===== config.mk =====
export PLATFORM = sky130hd
export DESIGN_NAME = iobus_uart_tx
export DESIGN_NICKNAME = d
export VERILOG_FILES = /design/src/rtl/iobus_uart_tx.sv
export SDC_FILE = /design/constraint.sdc
export NUM_CORES = 1
export LEC_CHECK = 0
export ABC_AREA = 1
export ABC_CLOCK_PERIOD_IN_PS = 4150
export CORE_MARGIN = 8
export CORE_UTILIZATION = 39
export CTS_BUF_LIST = sky130_fd_sc_hd__clkbuf_4 sky130_fd_sc_hd__clkbuf_8
export CTS_CLUSTER_SIZE = 40
export DETAILED_ROUTE_END_ITERATION = 12
export PLACE_DENSITY = 0.56
export SYNTH_ARGS = -nofsm -noshare
export SYNTH_HDL_FRONTEND = slang
export SYNTH_SLANG_ARGS = --single-unit

===== constraint.sdc =====
create_clock -name CLK -period 4.15 [get_ports CLK]
set_clock_uncertainty 0.15 [all_clocks]
set_input_delay 0.415 -clock CLK [delete_from_list [all_inputs] [get_ports CLK]]
set_output_delay 0.415 -clock CLK [all_outputs]
set_load 0.02 [all_outputs]

===== src/rtl/iobus_uart_tx.sv =====
`default_nettype none
// +----------------------------------------------------------------------------+
// | Module   : iobus_uart_tx                                                   |
// | Purpose  : OTTER IOBUS MMIO UART transmitter. Stores to DATA push a byte   |
// |            into a TX FIFO; bytes are serialised LSB first as 8N1 (or 8E1). |
// |            STATUS is readable at BASE_AD+4 and clears OVF when written.    |
// | Options  : UART_TX_PARITY_EN - inserts an even-parity bit before the stop  |
// |            bit.                                                            |
// | Revision : 1.0 - initial release                                           |
// +----------------------------------------------------------------------------+
module iobus_uart_tx #(
  parameter logic [31:0] BASE_AD    = 32'h1118_0000,
  parameter int          CLK_HZ     = 50_000_000,
  parameter int          BAUD       = 115200,
  parameter int          FIFO_DEPTH = 16
) (
  input  logic        CLK,
  input  logic        RESET_N,
  input  logic [31:0] IOBUS_ADDR,
  input  logic [31:0] IOBUS_OUT,
  input  logic        IOBUS_WR,
  output logic [31:0] RD_DATA,
  output logic        TX,
  output logic        TX_IRQ
);

  localparam int              c_DIV       = (CLK_HZ + BAUD / 2) / BAUD;
  localparam int              c_BW        = (c_DIV > 1) ? $clog2(c_DIV) : 1;
  localparam int              c_PW        = $clog2(FIFO_DEPTH);
  localparam int              c_CW        = c_PW + 1;
  localparam logic [c_BW-1:0] c_BAUD_LAST = c_BW'(c_DIV - 1);
  localparam logic [c_CW-1:0] c_FULL      = c_CW'(FIFO_DEPTH);
  localparam logic [31:0]     c_STAT_AD   = BASE_AD + 32'd4;

  localparam logic [2:0] c_S_IDLE   = 3'd0;
  localparam logic [2:0] c_S_START  = 3'd1;
  localparam logic [2:0] c_S_DATA   = 3'd2;
  localparam logic [2:0] c_S_STOP   = 3'd4;
`ifdef UART_TX_PARITY_EN
  localparam logic [2:0] c_S_PARITY = 3'd3;
`endif

  logic [7:0]      r_mem [FIFO_DEPTH];
  logic [c_PW-1:0] r_wr_ptr;
  logic [c_PW-1:0] r_rd_ptr;
  logic [c_CW-1:0] r_count;
  logic            r_ovf;
  logic [2:0]      r_state;
  logic [2:0]      w_next_state;
  logic [7:0]      r_shift;
  logic [c_BW-1:0] r_baud;
  logic [2:0]      r_bitn;
  logic            r_tx;
  logic            r_irq;
`ifdef UART_TX_PARITY_EN
  logic            r_parity;
`endif

  logic        w_wr_data;
  logic        w_wr_stat;
  logic        w_empty;
  logic        w_full;
  logic        w_busy;
  logic        w_bit_end;
  logic        w_last_bit;
  logic        w_pop;
  logic        w_push;
  logic        w_tx_next;
  logic        w_irq_next;
  logic [31:0] w_status;
  logic        w_unused_bits;

  assign w_wr_data     = IOBUS_WR && (IOBUS_ADDR == BASE_AD);
  assign w_wr_stat     = IOBUS_WR && (IOBUS_ADDR == c_STAT_AD);
  assign w_empty       = (r_count == '0);
  assign w_full        = (r_count == c_FULL);
  assign w_busy        = (r_state != c_S_IDLE);
  assign w_bit_end     = (r_baud == c_BAUD_LAST);
  assign w_last_bit    = (r_bitn == 3'd7);
  // A full FIFO still accepts a byte when the head leaves in the same cycle.
  assign w_push        = w_wr_data && (!w_full || w_pop);
  assign w_unused_bits = ^{IOBUS_OUT[31:12], IOBUS_OUT[10:8]};

  // STATUS image and read mux; reads never change state
  always_comb begin
    w_status              = '0;
    w_status[c_CW-1:0]    = r_count;
    w_status[8]           = w_busy;
    w_status[9]           = w_empty;
    w_status[10]          = w_full;
    w_status[11]          = r_ovf;
    RD_DATA               = (IOBUS_ADDR == c_STAT_AD) ? w_status : 32'h0;
  end

  // FIFO storage; contents need no reset because count gates every read
  always_ff @(posedge CLK) begin
    if (w_push) r_mem[r_wr_ptr] <= IOBUS_OUT[7:0];
  end

  // FIFO pointers, occupancy and sticky overflow flag
  always_ff @(posedge CLK or negedge RESET_N) begin
    if (!RESET_N) begin
      r_wr_ptr <= '0;
      r_rd_ptr <= '0;
      r_count  <= '0;
      r_ovf    <= 1'b0;
    end else begin
      if (w_push) r_wr_ptr <= r_wr_ptr + c_PW'(1);
      if (w_pop)  r_rd_ptr <= r_rd_ptr + c_PW'(1);
      case ({w_push, w_pop})
        2'b10:   r_count <= r_count + c_CW'(1);
        2'b01:   r_count <= r_count - c_CW'(1);
        default: r_count <= r_count;
      endcase
      // A dropped byte wins over a clear request in the same cycle.
      if (w_wr_data && !w_push)              r_ovf <= 1'b1;
      else if (w_wr_stat && IOBUS_OUT[11])   r_ovf <= 1'b0;
    end
  end

  // FSM state register
  always_ff @(posedge CLK or negedge RESET_N) begin
    if (!RESET_N) r_state <= c_S_IDLE;
    else          r_state <= w_next_state;
  end

  // FSM next-state logic
  always_comb begin
    w_next_state = r_state;
    case (r_state)
      c_S_IDLE:   if (!w_empty) w_next_state = c_S_START;
      c_S_START:  if (w_bit_end) w_next_state = c_S_DATA;
      c_S_DATA:   if (w_bit_end && w_last_bit)
`ifdef UART_TX_PARITY_EN
                    w_next_state = c_S_PARITY;
      c_S_PARITY: if (w_bit_end) w_next_state = c_S_STOP;
`else
                    w_next_state = c_S_STOP;
`endif
      c_S_STOP:   if (w_bit_end) w_next_state = w_empty ? c_S_IDLE : c_S_START;
      default:    w_next_state = c_S_IDLE;
    endcase
  end

  // FSM outputs: FIFO pop, next line level and end-of-burst interrupt
  always_comb begin
    w_pop      = 1'b0;
    w_tx_next  = r_tx;
    w_irq_next = 1'b0;
    case (r_state)
      c_S_IDLE: begin
        w_pop     = !w_empty;
        w_tx_next = w_empty;
      end
      c_S_START:  if (w_bit_end) w_tx_next = r_shift[0];
      c_S_DATA: begin
        if (w_bit_end) begin
          if (w_last_bit)
`ifdef UART_TX_PARITY_EN
            w_tx_next = r_parity;
`else
            w_tx_next = 1'b1;
`endif
          else
            w_tx_next = r_shift[1];
        end
      end
`ifdef UART_TX_PARITY_EN
      c_S_PARITY: if (w_bit_end) w_tx_next = 1'b1;
`endif
      c_S_STOP: begin
        if (w_bit_end) begin
          // Back-to-back frames go straight from stop to start.
          w_pop      = !w_empty;
          w_tx_next  = w_empty;
          w_irq_next = w_empty;
        end
      end
      default:    w_tx_next = 1'b1;
    endcase
  end

  // Transmit datapath: baud timer, bit counter, shifter and registered line
  always_ff @(posedge CLK or negedge RESET_N) begin
    if (!RESET_N) begin
      r_shift  <= '0;
      r_baud   <= '0;
      r_bitn   <= '0;
      r_tx     <= 1'b1;
      r_irq    <= 1'b0;
`ifdef UART_TX_PARITY_EN
      r_parity <= 1'b0;
`endif
    end else begin
      r_tx  <= w_tx_next;
      r_irq <= w_irq_next;
      if (w_pop) begin
        r_shift  <= r_mem[r_rd_ptr];
        r_baud   <= '0;
        r_bitn   <= '0;
`ifdef UART_TX_PARITY_EN
        r_parity <= ^r_mem[r_rd_ptr];
`endif
      end else if (w_busy) begin
        r_baud <= w_bit_end ? '0 : r_baud + c_BW'(1);
        if (w_bit_end && (r_state == c_S_DATA)) begin
          r_shift <= {1'b0, r_shift[7:1]};
          r_bitn  <= r_bitn + 3'd1;
        end
      end
    end
  end

  assign TX     = r_tx;
  assign TX_IRQ = r_irq;

endmodule
`default_nettype wire

**After elaboration in Yosys (flattened, before gate mapping)**

Memories as Yosys holds them, arrays and structs flattened.
Index checks and enable logic that the tools add are counted.

- RAM bits: 128
- Input bits: 67
- Output and inout bits: 34
- Word-level logic and storage cells: 83
- Memories kept: 1
- Register bits after elaboration: 39

Memory list:

| memory | words | width | read ports | clocked after memory_dff | wr ports | RTL line | source |
|---|---|---|---|---|---|---|---|
| r_mem | 16 | 8 | 1 | 0 | 1 | 43 | `logic [7:0] r_mem [FIFO_DEPTH];` |

- Reductions and logical operators: 21
- Eq/ne operators: 15
- Multiplexer cells: 30
- Add/subtract/negate cells: 6

Operators by type and width:

| cell | count |
|---|---|
| $eq A32 B29 Y1 const B | 2 |
| $mux W9 | 3 |
| $mux W8 | 3 |
| $mux W3 | 7 |
| $mux W1 | 12 |
| $mux W12 | 1 |
| $pmux W3 S4 | 1 |
| $ne A2 B2 Y1 const B | 5 |
| $pmux W5 S2 | 1 |
| $add A9 B1 Y9 const B | 1 |
| $eq A9 B9 Y1 const B | 1 |
| $add A4 B1 Y4 const B | 2 |
| $reduce_bool A2 Y1 | 4 |
| $logic_and A1 B1 Y1 | 7 |
| $eq A3 B3 Y1 const B | 2 |
| $add A5 B1 Y5 const B | 1 |
| $eq A5 B5 Y1 const B | 1 |
| $logic_not A5 Y1 | 1 |
| $sub A5 B1 Y5 const B | 1 |
| $pmux W1 S4 | 1 |
| $reduce_and A4 Y1 | 1 |
| $add A3 B1 Y3 const B | 1 |
| $eq A3 B1 Y1 const B | 1 |
| $eq A3 B2 Y1 const B | 1 |
| 9 further kinds | 11 |

**Logic depth before layout (Yosys ltp)**

Gate-level depths: netlist (run 1).

- Depth in word-level cells: 9
- Mapped depth: 19
- Gate-level depth less buffers: 19

**Worst setup path before layout (run 1)**

OpenSTA, ideal clock, no wires.

- Path kind: register -> register
- Start point: register r_baud[1]
- End point: register r_count[4]
- Data arrival time: 2,133 ps
- Required time: 3,887 ps
- Period minus slack after synthesis: 2,396 ps
- Path slack: 1,754 ps
- Library setup time: 113 ps
- Path buffers: 0
- Stages on the path, launching flop included: 19
- Cells stage by stage: dfrtp_1 -> inv_1 -> ha_1 -> nand2_1 -> nor2_1 -> nand2_2 -> nand2_2 -> nand2_8 -> clkinv_8 -> nand2_4 -> inv_1 -> ha_1 -> a21o_1 -> a31oi_1 -> inv_1 -> nand2_1 -> nand3_1 -> nand2_1 -> inv_1

- Word-level cells in the longest chain between the ends: 7

Ends and longest elaborated chain:

| item | RTL line | source |
|---|---|---|
| start, declared | 51 | `logic [c_BW-1:0] r_baud;` |
| start signal, assigned | 205 | `r_baud <= w_bit_end ? '0 : r_baud + c_BW'(1);` |
| $eq A9 B9 Y1 (*) | 78 | `assign w_bit_end = (r_baud == c_BAUD_LAST);` |
| $mux W1 (*) | 172 | `if (w_bit_end) begin` |
| $pmux W1 S2 (*) | 150 | `case (r_state)` |
| $logic_or A1 B1 Y1 | 81 | `assign w_push = w_wr_data && (!w_full \|\| w_pop);` |
| $logic_and A1 B1 Y1 | 81 |  |
| $eq A2 B1 Y1 / $eq A2 B2 Y1 (equally long branches) | 110 | `case ({w_push, w_pop})` |
| $pmux W5 S2 / $reduce_bool A2 Y1 (equally long branches) | -- |  |
| end signal, assigned | 111 | `2'b10: r_count <= r_count + c_CW'(1);` |
| end signal, assigned | 112 | `2'b01: r_count <= r_count - c_CW'(1);` |
| end signal, assigned | 113 | `default: r_count <= r_count;` |
| end, declared | 46 | `logic [c_CW-1:0] r_count;` |

Every way passes the cells marked *; elsewhere a longest branch is shown, timed or not.
A chain may end at the register's enable or synchronous reset.

**Final worst setup path (run 1)**

- Start point: input port IOBUS_ADDR[20]
- End point: output port RD_DATA[10]

- Word-level cells in the longest chain between the ends: 2

Ends and longest elaborated chain:

| item | RTL line | source |
|---|---|---|
| start, declared | 19 | `input logic [31:0] IOBUS_ADDR,` |
| $eq A32 B29 Y1 | 92 | `RD_DATA = (IOBUS_ADDR == c_STAT_AD) ? w_status : 32'h0;` |
| $mux W12 | 92 |  |
| end, declared | 22 | `output logic [31:0] RD_DATA,` |

Every way passes these cells.

==> results of run 1 <==
cells in the mapped netlist (all sizes together) (11+ instances only):
cell	instances	area [sq um]
nor2	145	572
dfrtp	38	951
clkbuf	11	41.3
o211ai	28	210
nand2	80	362
o21ai	85	440
ha	12	150
inv	51	196
nand3	51	278
buf	43	324
a21oi	14	81.3
edfxtp	128	3840
timing repair:
item	4_1_cts	5_1_grt
hold endpoints to repair	38	0
hold buffers	1	0
buffers inserted	0	0
registers in the layout, summed over array words and instances, names as in the netlist:
register,count
r_mem,128
r_baud,9
r_shift,8
r_count,5
r_rd_ptr,4
r_wr_ptr,4
r_bitn,3
r_state,3
TX,1
TX_IRQ,1
r_ovf,1
path summary, 6_finish.rpt:
path                           startpoint      endpoint  slack (ps)  cells past startpoint
min in group asynchronous         RESET_N         r_ovf         480                      2
min reg2reg                     r_bitn[2]     r_bitn[2]         370                      2
max reg2reg                     r_baud[1]  r_mem[13][7]        1320                     12
min                             r_bitn[2]     r_bitn[2]         370                      2
max in group asynchronous         RESET_N   r_rd_ptr[0]        2760                      2
max                        IOBUS_ADDR[20]   RD_DATA[10]        1210                     10
layer usage:
layer | track usage [%] | wire length, um
met5 | 0 | 0
met3 | 3.54 | 1130
met1 | 18.4 | 7520
met2 | 24.3 | 8600
met4 | 4.85 | 320
power breakdown:
part	leakage (nW)	switching (mW)	total, mW	internal [mW]
sequential	1.63	0.00000000970	1.80	1.80
clock	0.165	0.610	1.03	0.423
combinational	1.37	0.0560	0.0939	0.0379
cells in the final DEF, fill, tap and decap left out, types with 4 or more instances in the layout:
master / count
sky130_fd_sc_hd__nand2_2: 9
sky130_fd_sc_hd__clkbuf_8: 17
sky130_fd_sc_hd__o211ai_1: 28
sky130_fd_sc_hd__o21ai_1: 19
sky130_fd_sc_hd__a21oi_1: 11
sky130_fd_sc_hd__o21ai_0: 64
sky130_fd_sc_hd__dfrtp_1: 37
sky130_fd_sc_hd__clkdlybuf4s50_1: 53
sky130_fd_sc_hd__edfxtp_1: 128
sky130_fd_sc_hd__ha_1: 12
sky130_fd_sc_hd__nor3_1: 5
sky130_fd_sc_hd__inv_1: 44
sky130_fd_sc_hd__buf_4: 4
sky130_fd_sc_hd__nand2_1: 67
sky130_fd_sc_hd__nor2_1: 140
sky130_fd_sc_hd__conb_1: 23
sky130_fd_sc_hd__xor2_1: 6
sky130_fd_sc_hd__nand3_1: 48
sky130_fd_sc_hd__inv_2: 5
through the flow:
step	util (%)	hold WS [ps]	setup WS, ps
after detailed placement	43.1	356	1110
final	44.8	373	1210
after global placement	43.1	345	1120
after global routing	44.8	401	992
after CTS	44.8	378	1170
after floorplan	-	-30.6	1750
kinds of logic (layout without fill, tap and decap cells):
kind of cell	after synthesis	after routing
buf+inv	109	145
other cells	1	23
simple gates	292	292
fa+ha+maj	13	13
compound gates	137	137
flops	167	167
xor+xnor	9	9
tightest hold or removal path: stages, from the launching register on:
cell                      delay [ps]
sky130_fd_sc_hd__dfrtp_1         350
sky130_fd_sc_hd__nand3_1          80
sky130_fd_sc_hd__nand2_1          60
cell type report:
type,count,area share [%]
flip-flops and latches,167,54.9
multi-input cells,474,28.3
repair buffers,59,6.55
well taps,265,3.77
clock buffers,18,2.75
inverters,55,2.56
clock inverters,13,1.14
==> impl_results.html, run 1 <==
<table>
<tr><th>Metric</th><th>Value</th></tr>
<tr><th colspan="2">Critical path</th></tr>
<tr><td>Highest cell delay on the worst timing path</td><td>630 ps</td></tr>
<tr><td>Slowest stage cell, crit path</td><td>sky130_fd_sc_hd__clkdlybuf4s50_1</td></tr>
<tr><td>Worst path top cell family by delay</td><td>buffers and inverters</td></tr>
<tr><td>Largest driver fanout on the critical path</td><td>10</td></tr>
<tr><td>Chain of cells forming the critical path</td><td>clkdlybuf4s50_1, inv_1, nor2_1, nand2_1, nor2_1, nand2_1, inv_1, nand4_2, nor3_1, clkdlybuf4s50_1</td></tr>
<tr><td>Worst Path Required</td><td>3590 ps</td></tr>
<tr><td>WP data arrival</td><td>2380 ps</td></tr>
<tr><td>Startpoint kind of the worst setup timing path</td><td>input port</td></tr>
<tr><td>Crit path buf inv count</td><td>4</td></tr>
<tr><td>Capturing element type of the critical path</td><td>output port</td></tr>
<tr><td>Critical path class</td><td>in2out</td></tr>
<tr><th colspan="2">Die</th></tr>
<tr><td>Initial cell density of the core</td><td>39.9%</td></tr>
<tr><td>Count of boundary I/O pins</td><td>101</td></tr>
<tr><td>Total core area</td><td>19600 sq um</td></tr>
<tr><td>Die footprint</td><td>24800 sq um</td></tr>
<tr><td>Chip width</td><td>158 um</td></tr>
<tr><td>Height of the chip</td><td>158 um</td></tr>
<tr><td>Num rows</td><td>51</td></tr>
<tr><th colspan="2">Clocking</th></tr>
<tr><td>Clock buffers created by TritonCTS</td><td>17</td></tr>
<tr><td>Clock transition at the registers of the reported paths</td><td>80 ps</td></tr>
<tr><td>Depth of the CTS H-tree</td><td>4</td></tr>
<tr><td>Skew-Pair Late Insertion Delay</td><td>450 ps</td></tr>
<tr><td>Clock tree from TritonCTS</td><td>yes</td></tr>
<tr><td>Clock Tree Root</td><td>sky130_fd_sc_hd__clkbuf_8</td></tr>
<tr><td>Clock sink total</td><td>167</td></tr>
<tr><td>CTS-repair resized insts</td><td>0</td></tr>
<tr><td>Number of buffers on the longest clock path</td><td>2</td></tr>
<tr><th colspan="2">Power</th></tr>
<tr><td>Total design power</td><td>2.93 mW</td></tr>
<tr><td>Total leakage power</td><td>3.16 nW</td></tr>
<tr><td>Power density normalized to cell area</td><td>333 nW/um^2</td></tr>
<tr><td>Highest ir drop seen on vdd</td><td>233 uV</td></tr>
<tr><th colspan="2">Status</th></tr>
<tr><td>Status</td><td>completed</td></tr>
<tr><th colspan="2">STA</th></tr>
<tr><td>Final number of hold-violating endpoints</td><td>0</td></tr>
<tr><td>RSZ-0062 raised after global routing</td><td>false</td></tr>
<tr><td>Final critical delay including setup and external delays</td><td>2940 ps</td></tr>
<tr><td>Max_slew headroom</td><td>24.7%</td></tr>
<tr><td>Achievable Freq</td><td>0.340 GHz</td></tr>
<tr><td>Total count of max-transition violations in the final report</td><td>0</td></tr>
<tr><td>Worst Tran Pin Value</td><td>1130 ps</td></tr>
<tr><td>Finish-stage setup viols</td><td>0</td></tr>
<tr><td>Sum of negative setup slack</td><td>0 ps</td></tr>
<tr><td>Ratio of final minimum period to clock period</td><td>70.9%</td></tr>
<tr><th colspan="2">Synth</th></tr>
<tr><td>YS warnings</td><td>0</td></tr>
<tr><td>Proportion of synthesized chip area in sequential cells</td><td>61.7%</td></tr>
<tr><td>Area fraction in compound gates after synthesis</td><td>10.3%</td></tr>
<tr><td>Flops &amp; latches, synth</td><td>167</td></tr>
<tr><td>Average footprint of a synthesized cell</td><td>10.7 sq um</td></tr>
<tr><td>Post-synth EDFFs</td><td>128</td></tr>
<tr><td>Largest family of logic cells by synthesized area</td><td>simple AND/OR/NAND/NOR gates</td></tr>
<tr><td>Proportion of synthesized flip-flops having asynchronous set or reset</td><td>23.4%</td></tr>
<tr><td>Synthesized area</td><td>7820 sq um</td></tr>
<tr><td>Share of cell area taken by muxes after synthesis</td><td>0%</td></tr>
<tr><td>Most used flip-flop cell after synthesis</td><td>sky130_fd_sc_hd__edfxtp_1</td></tr>
<tr><td>Share of synthesized cell area in full adder, half adder and majority cells</td><td>2.18%</td></tr>
<tr><td>Count of distinct cell types in the synthesized netlist</td><td>52</td></tr>
<tr><td>Xor/xnor share of the synthesized area</td><td>1.10%</td></tr>
<tr><td>Gate count after technology mapping</td><td>728</td></tr>
<tr><td>Simple-gate portion of the synthesized area</td><td>17.2%</td></tr>
<tr><th colspan="2">Final layout</th></tr>
<tr><td>Multi-input logic area</td><td>2490 sq um</td></tr>
<tr><td>Area overhead of the layout relative to synthesis</td><td>12.4%</td></tr>
<tr><td>Fin cells</td><td>1051</td></tr>
<tr><td>Filler Cell Count</td><td>1818</td></tr>
<tr><td>Design Area, Final</td><td>8790 sq um</td></tr>
<tr><td># nets final</td><td>854</td></tr>
<tr><td>Sequential cell area</td><td>4820 sq um</td></tr>
<tr><td>Number of inserted diodes</td><td>0</td></tr>
<tr><td>Proportion of layout cells with a drive suffix above 1</td><td>9.80%</td></tr>
<tr><th colspan="2">Place</th></tr>
<tr><td>Sum of net half-perimeters after detailed placement</td><td>11.4 mm</td></tr>
<tr><td>Placement Cell Area</td><td>8430 sq um</td></tr>
<tr><td>Post-Place Cells</td><td>1019</td></tr>
<tr><td>Count of input and output buffers</td><td>54</td></tr>
<tr><td>Global placement routability congestion</td><td>0.780</td></tr>
<tr><th colspan="2">Worst hold path</th></tr>
<tr><td>Worst min-delay path category</td><td>reg2reg</td></tr>
<tr><th colspan="2">Route</th></tr>
<tr><td>Wirelength, routed</td><td>17.6 mm</td></tr>
<tr><td>Drt via density</td><td>5.01</td></tr>
<tr><td>Total DRC errors in the routed layout</td><td>0</td></tr>
<tr><td>Avg WL per Cell</td><td>16.7 um</td></tr>
<tr><td>Final antenna-violating net count</td><td>0</td></tr>
<tr><td>DR iter-0 viols</td><td>323</td></tr>
<tr><td>Number of vias after detailed routing</td><td>5262</td></tr>
<tr><td>Pre-antenna DRT Iters</td><td>4</td></tr>
<tr><th colspan="2">Global route</th></tr>
<tr><td>Wire length of the first global-routing pass</td><td>27.4 mm</td></tr>
<tr><td>Via count of the first global-routing pass</td><td>5159</td></tr>
<tr><td>Overall overflow remaining after global route</td><td>0</td></tr>
<tr><td>Pin count of the biggest net entering global routing</td><td>67</td></tr>
<tr><td>Global-route total usage across every layer</td><td>14.6%</td></tr>
<tr><td>Number of antenna violations at the first check in global routing</td><td>0</td></tr>
<tr><th colspan="2">Run</th></tr>
<tr><td>Max-capacitance violation count</td><td>0</td></tr>
</table>
(Power assumes the default switching activity.)
==> inputs of run 2 (changes only) <==
--- a/config.mk
+++ b/config.mk
@@ -6,13 +6,13 @@
 export NUM_CORES = 1
 export LEC_CHECK = 0
 export ABC_AREA = 1
-export ABC_CLOCK_PERIOD_IN_PS = 4150
+export ABC_CLOCK_PERIOD_IN_PS = 2700
 export CORE_MARGIN = 8
 export CORE_UTILIZATION = 39
 export CTS_BUF_LIST = sky130_fd_sc_hd__clkbuf_4 sky130_fd_sc_hd__clkbuf_8
 export CTS_CLUSTER_SIZE = 40
 export DETAILED_ROUTE_END_ITERATION = 12
-export PLACE_DENSITY = 0.56
+export PLACE_DENSITY = 0.58
 export SYNTH_ARGS = -nofsm -noshare
 export SYNTH_HDL_FRONTEND = slang
 export SYNTH_SLANG_ARGS = --single-unit
==> constraint.sdc (replaced) <==
create_clock -name CLK -period 2.7 [get_ports CLK]
set_clock_uncertainty 0.15 [all_clocks]
set_input_delay 0.27 -clock CLK [delete_from_list [all_inputs] [get_ports CLK]]
set_output_delay 0.27 -clock CLK [all_outputs]
set_load 0.02 [all_outputs]
==> run 2 against run 1 <==
Effect of this change:
- final cell count is 3.0% higher
- first-iteration DRC count grew 33%
- non-clock buffer count rose by 31
- via count up 2.4%
- largest power group unchanged
- global-route usage down 0.36 points
- die area unchanged
- clock power increased by 73%
==> impl_results.html, run 2 (synthesis results as in run 1) <==
<table>
<tr><th>Metric</th><th>Value</th></tr>
<tr><th colspan="2">Power</th></tr>
<tr><td>Highest ir drop seen on vdd</td><td>555 uV (+140%)</td></tr>
<tr><td>Power density normalized to cell area</td><td>513 nW/um^2 (+54%)</td></tr>
<tr><td>Relative contribution of combinational cells to total power</td><td>3.1% (about the same)</td></tr>
<tr><td>Sequential group share of total power</td><td>59.0% (-2.5 points)</td></tr>
<tr><td>Switching power</td><td>1.15 mW (+73%)</td></tr>
<tr><td>Internal power</td><td>3.53 mW (+56%)</td></tr>
<tr><td>Total design power</td><td>4.69 mW (+60%)</td></tr>
<tr><td>Proportion of power drawn by the clock network</td><td>37.9% (+2.6 points)</td></tr>
<tr><td>Sw Share</td><td>24.6% (+1.8 points)</td></tr>
<tr><td>Total leakage power</td><td>3.54 nW (+12%)</td></tr>
<tr><th colspan="2">Critical path</th></tr>
<tr><td>Timing startpoint of the critical path</td><td>r_baud[1]</td></tr>
<tr><td>Reg-to-reg setup timing slack</td><td>210 ps (-1110 ps)</td></tr>
<tr><td>Worst reg2reg path startpoint</td><td>r_baud[1]</td></tr>
<tr><td>Register-to-Register Path Depth</td><td>18 (+6)</td></tr>
<tr><td>Largest driver fanout on the critical path</td><td>5 (-5)</td></tr>
<tr><td>Worst Setup EP</td><td>r_count[4]</td></tr>
<tr><td>Critical path class</td><td>reg2reg</td></tr>
<tr><td>Startpoint kind of the worst setup timing path</td><td>flop</td></tr>
<tr><td>Capturing element type of the critical path</td><td>flop</td></tr>
<tr><td>WP data arrival</td><td>2710 ps (+330 ps)</td></tr>
<tr><td>Worst Path Required</td><td>2920 ps (-670 ps)</td></tr>
<tr><td>R2R Path End</td><td>r_count[4]</td></tr>
<tr><th colspan="2">Route</th></tr>
<tr><td>Pre-antenna DRT Iters</td><td>5 (+1)</td></tr>
<tr><td>Wirelength, routed</td><td>17.3 mm (-1.7%)</td></tr>
<tr><td>Amount of wire on met3 after detailed routing</td><td>1.02 mm (-10%)</td></tr>
<tr><td>Final antenna-violating net count</td><td>0 (unchanged)</td></tr>
<tr><td>Total DRC errors in the routed layout</td><td>0 (unchanged)</td></tr>
<tr><td>Drt via density</td><td>4.98 (-0.63%)</td></tr>
<tr><td>Number of vias after detailed routing</td><td>5388 (+2.4%)</td></tr>
<tr><td>Met1 wire length</td><td>7.40 mm (-1.6%)</td></tr>
<tr><td>Avg WL per Cell</td><td>16.0 um (-4.6%)</td></tr>
<tr><td>DR iter-0 viols</td><td>430 (+33%)</td></tr>
<tr><td>Routed length on met2</td><td>8.67 mm (+0.74%)</td></tr>
<tr><td>Top routing layer in use</td><td>met4</td></tr>
<tr><th colspan="2">Final layout</th></tr>
<tr><td>Multi-input logic area</td><td>2490 sq um (unchanged)</td></tr>
<tr><td>Leading registers by flop count</td><td>r_mem x128, r_baud x9, r_shift x8</td></tr>
<tr><td>Number of inserted diodes</td><td>0 (unchanged)</td></tr>
<tr><td>Share of the core filled with cells</td><td>46.6% (+1.8 points)</td></tr>
<tr><td>Proportion of layout cells with a drive suffix above 1</td><td>13.6% (+3.8 points)</td></tr>
<tr><td>Sequential cell area</td><td>4820 sq um (unchanged)</td></tr>
<tr><td>Largest Register</td><td>r_mem</td></tr>
<tr><td>Design Area, Final</td><td>9130 sq um (+3.9%)</td></tr>
<tr><td># nets final</td><td>885 (+3.6%)</td></tr>
<tr><td>Leading cell types in the layout, fill and taps excluded</td><td>sky130_fd_sc_hd__nor2_1, sky130_fd_sc_hd__edfxtp_1, sky130_fd_sc_hd__nand2_1</td></tr>
<tr><td>Fin cells</td><td>1083 (+3.0%)</td></tr>
<tr><td>Area overhead of the layout relative to synthesis</td><td>16.8%</td></tr>
<tr><td>Filler Cell Count</td><td>1788 (-1.7%)</td></tr>
<tr><td>Max reg flops</td><td>128 (unchanged)</td></tr>
<tr><td>Most common library cell in the layout ignoring fill and taps</td><td>sky130_fd_sc_hd__nor2_1</td></tr>
<tr><th colspan="2">Status</th></tr>
<tr><td>Status</td><td>completed</td></tr>
<tr><th colspan="2">Clocking</th></tr>
<tr><td>Clock buffers created by TritonCTS</td><td>17 (unchanged)</td></tr>
<tr><td>Skew-Pair Late Insertion Delay</td><td>460 ps (about the same)</td></tr>
<tr><td>Clock Tree Root</td><td>sky130_fd_sc_hd__clkbuf_8</td></tr>
<tr><td>Clock sink total</td><td>167 (unchanged)</td></tr>
<tr><td>Depth of the CTS H-tree</td><td>4 (unchanged)</td></tr>
<tr><td>Clock tree from TritonCTS</td><td>yes</td></tr>
<tr><td># Post-CTS Setup Buffers</td><td>0 (unchanged)</td></tr>
<tr><td>Number of buffers on the longest clock path</td><td>2 (unchanged)</td></tr>
<tr><td>Clock transition at the registers of the reported paths</td><td>100 ps (+20 ps)</td></tr>
<tr><th colspan="2">STA</th></tr>
<tr><td>Sum of negative setup slack</td><td>0 ps (unchanged)</td></tr>
<tr><td>Worst Tran Pin Value</td><td>904 ps (-226 ps)</td></tr>
<tr><td>RSZ-0062 raised after global routing</td><td>false</td></tr>
<tr><td>Worst slack on hold paths</td><td>311 ps (-61.3 ps)</td></tr>
<tr><td>Final number of hold-violating endpoints</td><td>0 (unchanged)</td></tr>
<tr><td>Achievable Freq</td><td>0.401 GHz</td></tr>
<tr><td>Smallest setup slack after layout</td><td>208 ps (-1000 ps)</td></tr>
<tr><td>Final critical delay including setup and external delays</td><td>2490 ps</td></tr>
<tr><td>Finish-stage setup viols</td><td>0 (unchanged)</td></tr>
<tr><td>Total count of max-transition violations in the final report</td><td>0 (unchanged)</td></tr>
<tr><td>Max_slew headroom</td><td>39.8% (+15 points)</td></tr>
<tr><td>Ratio of final minimum period to clock period</td><td>92.3%</td></tr>
<tr><th colspan="2">Place</th></tr>
<tr><td>Worst-case setup slack after placement</td><td>-38.0 ps (-1150 ps)</td></tr>
<tr><td>Post-Place Cells</td><td>1050 (+3.0%)</td></tr>
<tr><td>Global placement routability congestion</td><td>0.796 (+2.1%)</td></tr>
<tr><td>Sum of net half-perimeters after detailed placement</td><td>11.5 mm (+0.92%)</td></tr>
<tr><td>Placement Cell Area</td><td>8690 sq um (+3.1%)</td></tr>
<tr><td>Count of input and output buffers</td><td>54 (unchanged)</td></tr>
<tr><th colspan="2">Global route</th></tr>
<tr><td>Global-route total usage across every layer</td><td>14.3% (-0.36 points)</td></tr>
<tr><td>Wire length of the first global-routing pass</td><td>27.2 mm (-0.76%)</td></tr>
<tr><td>Overall overflow remaining after global route</td><td>0 (unchanged)</td></tr>
<tr><td>Number of antenna violations at the first check in global routing</td><td>0 (unchanged)</td></tr>
<tr><td>Pin count of the biggest net entering global routing</td><td>64 (-4.5%)</td></tr>
<tr><td>Via count of the first global-routing pass</td><td>5258 (+1.9%)</td></tr>
<tr><th colspan="2">Die</th></tr>
<tr><td>Die footprint</td><td>24800 sq um (unchanged)</td></tr>
<tr><td>Height of the chip</td><td>158 um (unchanged)</td></tr>
<tr><td>Chip width</td><td>158 um (unchanged)</td></tr>
<tr><td>Num rows</td><td>51 (unchanged)</td></tr>
<tr><td>Count of boundary I/O pins</td><td>101 (unchanged)</td></tr>
<tr><td>Initial cell density of the core</td><td>39.9% (unchanged)</td></tr>
<tr><td>Total core area</td><td>19600 sq um (unchanged)</td></tr>
<tr><th colspan="2">Worst hold path</th></tr>
<tr><td>Worst min-delay path category</td><td>in2reg</td></tr>
<tr><th colspan="2">Run</th></tr>
<tr><td>Max-capacitance violation count</td><td>0 (unchanged)</td></tr>
</table>
[run 2: changes by cell type in the layout (fill, tap and decap cells not counted), sizes merged]
cell,change
buf,+31
clkdlybuf4s50,-9
clkinvlp,-3
clkbuf,-1
inv,+5
dlymetal6s2s,+9
[run 2: what timing repair did]
action / 4_1_cts / 5_1_grt
resized for setup: 0 / 10
endpoints found under the setup margin: 0 / 10
endpoints found under the hold margin: 38 / 0
hold buffers: 1 / 0
[run 2: worst min-delay path by stage]
stage	slack, ps	start	endpoint	depth (start not counted)
6_report	310	IOBUS_OUT[11]	r_ovf	4
4_1_cts	290	IOBUS_OUT[11]	r_ovf	4
2_1_floorplan	-180	RESET_N	TX_IRQ	0
3_5_place_dp	300	RESET_N	r_ovf	1
3_3_place_gp	290	RESET_N	r_ovf	1
5_1_grt	330	IOBUS_OUT[11]	r_ovf	4
[run 2: area by class of cell]
type	count	share of cell area, %
well taps	265	3.63
multi-input cells	474	27.3
clock buffers	17	2.56
inverters	55	2.47
clock inverters	15	1.89
flip-flops and latches	167	52.8
repair buffers	90	9.37
[run 2: routing by layer]
layer	up-vias	track usage [%]
met2	131	24.6
met4	0	3.63
met5	-	0
met1	2625	17.5
li1	2617	-
met3	15	3.65
[run 2: power groups by stage]
stage	Sequential, mW	Combinational (mW)	Clock (mW)
after floorplan	2.82	0.0628	0
after global placement	2.82	0.140	0
after detailed placement	2.82	0.143	0
after CTS	2.77	0.144	1.82
after global routing	2.77	0.157	1.92
final	2.77	0.144	1.78
[run 2: critical path, stage by stage, from the launching register on]
cell and delay, ps:
sky130_fd_sc_hd__dfrtp_1 400, sky130_fd_sc_hd__inv_2 90, sky130_fd_sc_hd__ha_1 140, sky130_fd_sc_hd__nand2_1 50, sky130_fd_sc_hd__nor2_1 110, sky130_fd_sc_hd__nand2_2 110, sky130_fd_sc_hd__nand2_2 120, sky130_fd_sc_hd__nand2_8 70
sky130_fd_sc_hd__clkinv_8 50, sky130_fd_sc_hd__nand2_4 40, sky130_fd_sc_hd__inv_1 90, sky130_fd_sc_hd__ha_1 280, sky130_fd_sc_hd__a21o_1 180, sky130_fd_sc_hd__a31oi_1 180, sky130_fd_sc_hd__inv_1 60, sky130_fd_sc_hd__nand2_1 80
sky130_fd_sc_hd__nand3_1 70, sky130_fd_sc_hd__nand2_1 80, sky130_fd_sc_hd__inv_1 40
==> inputs of run 3 (changes only) <==
--- a/config.mk
+++ b/config.mk
@@ -13,6 +13,7 @@
 export CTS_CLUSTER_SIZE = 40
 export DETAILED_ROUTE_END_ITERATION = 12
 export PLACE_DENSITY = 0.58
+export REMOVE_ABC_BUFFERS = 1
 export SYNTH_ARGS = -nofsm -noshare
 export SYNTH_HDL_FRONTEND = slang
 export SYNTH_SLANG_ARGS = --single-unit
==> constraint.sdc (replaced) <==
create_clock -name CLK -period 2.7 [get_ports CLK]
set_clock_uncertainty 0.15 [all_clocks]
set_input_delay 0.81 -clock CLK [delete_from_list [all_inputs] [get_ports CLK]]
set_output_delay 0.81 -clock CLK [all_outputs]
set_load 0.02 [all_outputs]
==> run 3 against run 2 <==
Effect of this change:
- non-clock buffer count rose by 37
- critical path type is now in2out
- maximum frequency shrank 11%
- critical endpoint is now RD_DATA[2]
- critical path depth decreased by 8
- first-iteration DRC count fell by 31%
- wire length up 3.7%
- clock power decreased by 12%
- core utilization increased by 1.8 points
- final cell count grew 3.3%
- the run now ends with setup timing left
- worst hold slack lost 160 ps
- final area grew 3.9%
- clock-buffer cell count unchanged
- power down 4.0%
==> impl_results.html, run 3 (synthesis results as in run 1) <==
<table>
<tr><th>Metric</th><th>Value</th></tr>
<tr><th colspan="2">Route</th></tr>
<tr><td>Drt via density</td><td>4.88 (-1.9%)</td></tr>
<tr><td>Number of vias after detailed routing</td><td>5459 (+1.3%)</td></tr>
<tr><td>DR iter-0 viols</td><td>295 (-31%)</td></tr>
<tr><td>Final antenna-violating net count</td><td>0 (unchanged)</td></tr>
<tr><td>Pre-antenna DRT Iters</td><td>5 (unchanged)</td></tr>
<tr><td>Avg WL per Cell</td><td>16.0 um (+0.33%)</td></tr>
<tr><td>Total DRC errors in the routed layout</td><td>0 (unchanged)</td></tr>
<tr><td>Wirelength, routed</td><td>17.9 mm (+3.7%)</td></tr>
<tr><th colspan="2">Final layout</th></tr>
<tr><td>Largest Register</td><td>r_mem</td></tr>
<tr><td>Area overhead of the layout relative to synthesis</td><td>21.3%</td></tr>
<tr><td>Share of the core filled with cells</td><td>48.4% (+1.8 points)</td></tr>
<tr><td>Leading cell types in the layout, fill and taps excluded</td><td>sky130_fd_sc_hd__edfxtp_1, sky130_fd_sc_hd__nor2_1, sky130_fd_sc_hd__buf_4</td></tr>
<tr><td># nets final</td><td>922 (+4.2%)</td></tr>
<tr><td>Filler Cell Count</td><td>1788 (unchanged)</td></tr>
<tr><td>Leading registers by flop count</td><td>r_mem x128, r_baud x9, r_shift x8</td></tr>
<tr><td>Proportion of layout cells with a drive suffix above 1</td><td>24.5% (+11 points)</td></tr>
<tr><td>Most common library cell in the layout ignoring fill and taps</td><td>sky130_fd_sc_hd__edfxtp_1</td></tr>
<tr><td>Number of inserted diodes</td><td>0 (unchanged)</td></tr>
<tr><td>Max reg flops</td><td>128 (unchanged)</td></tr>
<tr><th colspan="2">Global route</th></tr>
<tr><td>Via count of the first global-routing pass</td><td>5415 (+3.0%)</td></tr>
<tr><td>Wire length of the first global-routing pass</td><td>28.3 mm (+4.2%)</td></tr>
<tr><td>Pin count of the biggest net entering global routing</td><td>38 (-41%)</td></tr>
<tr><td>Global-route total usage across every layer</td><td>14.9% (+0.66 points)</td></tr>
<tr><td>Number of antenna violations at the first check in global routing</td><td>0 (unchanged)</td></tr>
<tr><td>Overall overflow remaining after global route</td><td>0 (unchanged)</td></tr>
<tr><th colspan="2">Status</th></tr>
<tr><td>Status</td><td>finished, violations left</td></tr>
<tr><td>Violations in the final reports</td><td>setup timing</td></tr>
<tr><th colspan="2">Die</th></tr>
<tr><td>Height of the chip</td><td>158 um (unchanged)</td></tr>
<tr><td>Chip width</td><td>158 um (unchanged)</td></tr>
<tr><td>Total core area</td><td>19600 sq um (unchanged)</td></tr>
<tr><td>Num rows</td><td>51 (unchanged)</td></tr>
<tr><td>Initial cell density of the core</td><td>39.9% (unchanged)</td></tr>
<tr><td>Die footprint</td><td>24800 sq um (unchanged)</td></tr>
<tr><td>Count of boundary I/O pins</td><td>101 (unchanged)</td></tr>
<tr><th colspan="2">Worst hold path</th></tr>
<tr><td>Worst min-delay path category</td><td>in2async</td></tr>
<tr><th colspan="2">Clocking</th></tr>
<tr><td>Clock Tree Root</td><td>sky130_fd_sc_hd__clkbuf_8</td></tr>
<tr><td>Clock sink total</td><td>167 (unchanged)</td></tr>
<tr><td>Number of buffers on the longest clock path</td><td>2 (unchanged)</td></tr>
<tr><td>Skew-Pair Late Insertion Delay</td><td>440 ps (-20 ps)</td></tr>
<tr><td>Clock tree from TritonCTS</td><td>yes</td></tr>
<tr><td>Clock transition at the registers of the reported paths</td><td>90 ps (about the same)</td></tr>
<tr><td>Clock buffers created by TritonCTS</td><td>17 (unchanged)</td></tr>
<tr><td>Depth of the CTS H-tree</td><td>4 (unchanged)</td></tr>
<tr><th colspan="2">Power</th></tr>
<tr><td>Sequential group share of total power</td><td>61.5% (+2.5 points)</td></tr>
<tr><td>Power density normalized to cell area</td><td>474 nW/um^2 (-7.6%)</td></tr>
<tr><td>Switching power</td><td>1.03 mW (-11%)</td></tr>
<tr><td>Highest ir drop seen on vdd</td><td>586 uV (+5.5%)</td></tr>
<tr><td>Total design power</td><td>4.50 mW (-4.0%)</td></tr>
<tr><td>Proportion of power drawn by the clock network</td><td>34.7% (-3.2 points)</td></tr>
<tr><td>Sw Share</td><td>22.8% (-1.7 points)</td></tr>
<tr><td>Relative contribution of combinational cells to total power</td><td>3.9% (+0.8 points)</td></tr>
<tr><td>Total leakage power</td><td>3.59 nW (+1.7%)</td></tr>
<tr><td>Internal power</td><td>3.47 mW (-1.7%)</td></tr>
<tr><th colspan="2">Place</th></tr>
<tr><td>Count of input and output buffers</td><td>54 (unchanged)</td></tr>
<tr><td>Global placement routability congestion</td><td>0.803 (+0.89%)</td></tr>
<tr><td>Sum of net half-perimeters after detailed placement</td><td>11.8 mm (+3.3%)</td></tr>
<tr><th colspan="2">Critical path</th></tr>
<tr><td>Capturing element type of the critical path</td><td>output port</td></tr>
<tr><td>Worst Path Required</td><td>1740 ps (-1180 ps)</td></tr>
<tr><td>Startpoint kind of the worst setup timing path</td><td>input port</td></tr>
<tr><td>WP data arrival</td><td>1840 ps (-870 ps)</td></tr>
<tr><td>Worst path top cell family by delay</td><td>simple AND/OR/NAND/NOR gates</td></tr>
<tr><td>Crit path buf inv count</td><td>4 (-1)</td></tr>
<tr><td>Critical path class</td><td>in2out</td></tr>
<tr><td>Slowest stage cell, crit path</td><td>sky130_fd_sc_hd__buf_8</td></tr>
<tr><td>Reg-to-reg setup timing slack</td><td>140 ps (-70 ps)</td></tr>
<tr><td>Largest driver fanout on the critical path</td><td>6 (+1)</td></tr>
<tr><td>Stages on the worst setup path</td><td>10 (-8)</td></tr>
<tr><td>Register-to-Register Path Depth</td><td>19 (+1)</td></tr>
<tr><td>Chain of cells forming the critical path</td><td>buf_6, nor2_4, nand2_1, nor2_1, nand2_1, inv_2, nand4_4, buf_8, nor2_4, buf_6</td></tr>
<tr><td>Highest cell delay on the worst timing path</td><td>180 ps (-220 ps)</td></tr>
<tr><th colspan="2">STA</th></tr>
<tr><td>Total count of max-transition violations in the final report</td><td>0 (unchanged)</td></tr>
<tr><td>Achievable Freq</td><td>0.357 GHz (-11%)</td></tr>
<tr><td>Smallest setup slack after layout</td><td>-105 ps (-313 ps)</td></tr>
<tr><td>RSZ-0062 raised after global routing</td><td>true</td></tr>
<tr><td>Worst Tran Pin Value</td><td>688 ps (-215 ps)</td></tr>
<tr><td>Sum of negative setup slack</td><td>-710 ps (-710 ps)</td></tr>
<tr><td>Finish-stage setup viols</td><td>10 (+10)</td></tr>
<tr><td>Final number of hold-violating endpoints</td><td>0 (unchanged)</td></tr>
<tr><td>Ratio of final minimum period to clock period</td><td>104% (+12 points)</td></tr>
<tr><td>Max_slew headroom</td><td>54.0% (+14 points)</td></tr>
<tr><td>Final critical delay including setup and external delays</td><td>2800 ps (+313 ps)</td></tr>
<tr><th colspan="2">Run</th></tr>
<tr><td>Max-capacitance violation count</td><td>0 (unchanged)</td></tr>
</table>
## run 3: changes by cell type in the layout (fill, tap and decap cells not counted), sizes merged, moves of 6 or more
cell	delta
buf	+61
clkbuf	+6
clkdlybuf4s15	+6
clkdlybuf4s50	-32
dlygate4sd2	+6
dlymetal6s2s	-9
## run 3: through the flow
| stage | setup WS, ps | hold WS [ps] | std cells | cell area [sq um] |
|---|---|---|---|---|
| 6_report | -105 | 153 | 1119 | 9490 |
| 5_1_grt | -184 | 153 | 1119 | 9490 |
| 4_1_cts | -116 | 131 | 1114 | 9270 |
| 3_5_place_dp | -930 | 348 | 1064 | 8780 |
| 3_3_place_gp | -949 | 343 | 1064 | 8780 |
| 2_1_floorplan | -139 | 324 | 696 | 7540 |
## run 3: final timing paths
check / start / end
setup / recovery: IOBUS_ADDR[21] / RD_DATA[2]
hold / removal: RESET_N / r_state[0]
setup reg to reg: r_baud[1] / r_count[4]
hold reg to reg: r_ovf / r_ovf
max in group asynchronous: RESET_N / TX
min in group CLK: r_ovf / r_ovf
## run 3: area by class of cell
class / instances / area (sq um) / area share, %
sequential: 167 / 4820 / 50.8
clock inverter: 14 / 101 / 1.07
tap: 265 / 332 / 3.50
timing repair buffer: 127 / 1080 / 11.4
multi-input combinational: 474 / 2690 / 28.3
inverter: 55 / 230 / 2.43
clock buffer: 17 / 234 / 2.47
## run 3: per-layer routing
metal | track usage [%] | part of all wire [%] | vias up
li1 | - | - | 2685
met1 | 18.1 | 42 | 2639
met2 | 25.9 | 52 | 115
met3 | 3.54 | 4.5 | 20
met4 | 4.62 | 1.9 | 0
met5 | 0 | 0 | -
## run 3: worst register-to-register path: stages, from the launching register on
cell,delay [ps]
sky130_fd_sc_hd__dfrtp_1,410
sky130_fd_sc_hd__inv_2,90
sky130_fd_sc_hd__ha_1,170
sky130_fd_sc_hd__nand2_1,60
sky130_fd_sc_hd__nor2_1,110
sky130_fd_sc_hd__nand2_2,110
sky130_fd_sc_hd__nand2_2,130
sky130_fd_sc_hd__nand2_8,70
sky130_fd_sc_hd__clkinv_8,100
sky130_fd_sc_hd__nand2_4,70
sky130_fd_sc_hd__buf_6,120
sky130_fd_sc_hd__fa_2,380
sky130_fd_sc_hd__inv_2,80
sky130_fd_sc_hd__a31oi_4,90
sky130_fd_sc_hd__inv_1,60
sky130_fd_sc_hd__nand2_1,50
sky130_fd_sc_hd__nand2_1,60
sky130_fd_sc_hd__nand2_1,50
sky130_fd_sc_hd__nand2_1,60
sky130_fd_sc_hd__inv_1,30
## run 3: repair_timing
action | CTS | global route
hold buffers | 0 | 0
pin swaps | 28 | 32
endpoints found under the setup margin | 10 | 95
setup buffers | 19 | 6
resized for setup | 148 | 58
hold endpoints to repair | 0 | 0
## run 3: power groups by stage
stage                     sequential [mW]  clock (mW)  combinational, mW
after detailed placement             2.82           0              0.159
after global routing                 2.77        1.72              0.189
after global placement               2.82           0              0.156
after floorplan                      2.82           0             0.0371
final                                2.77        1.56              0.175
after CTS                            2.77        1.60              0.161
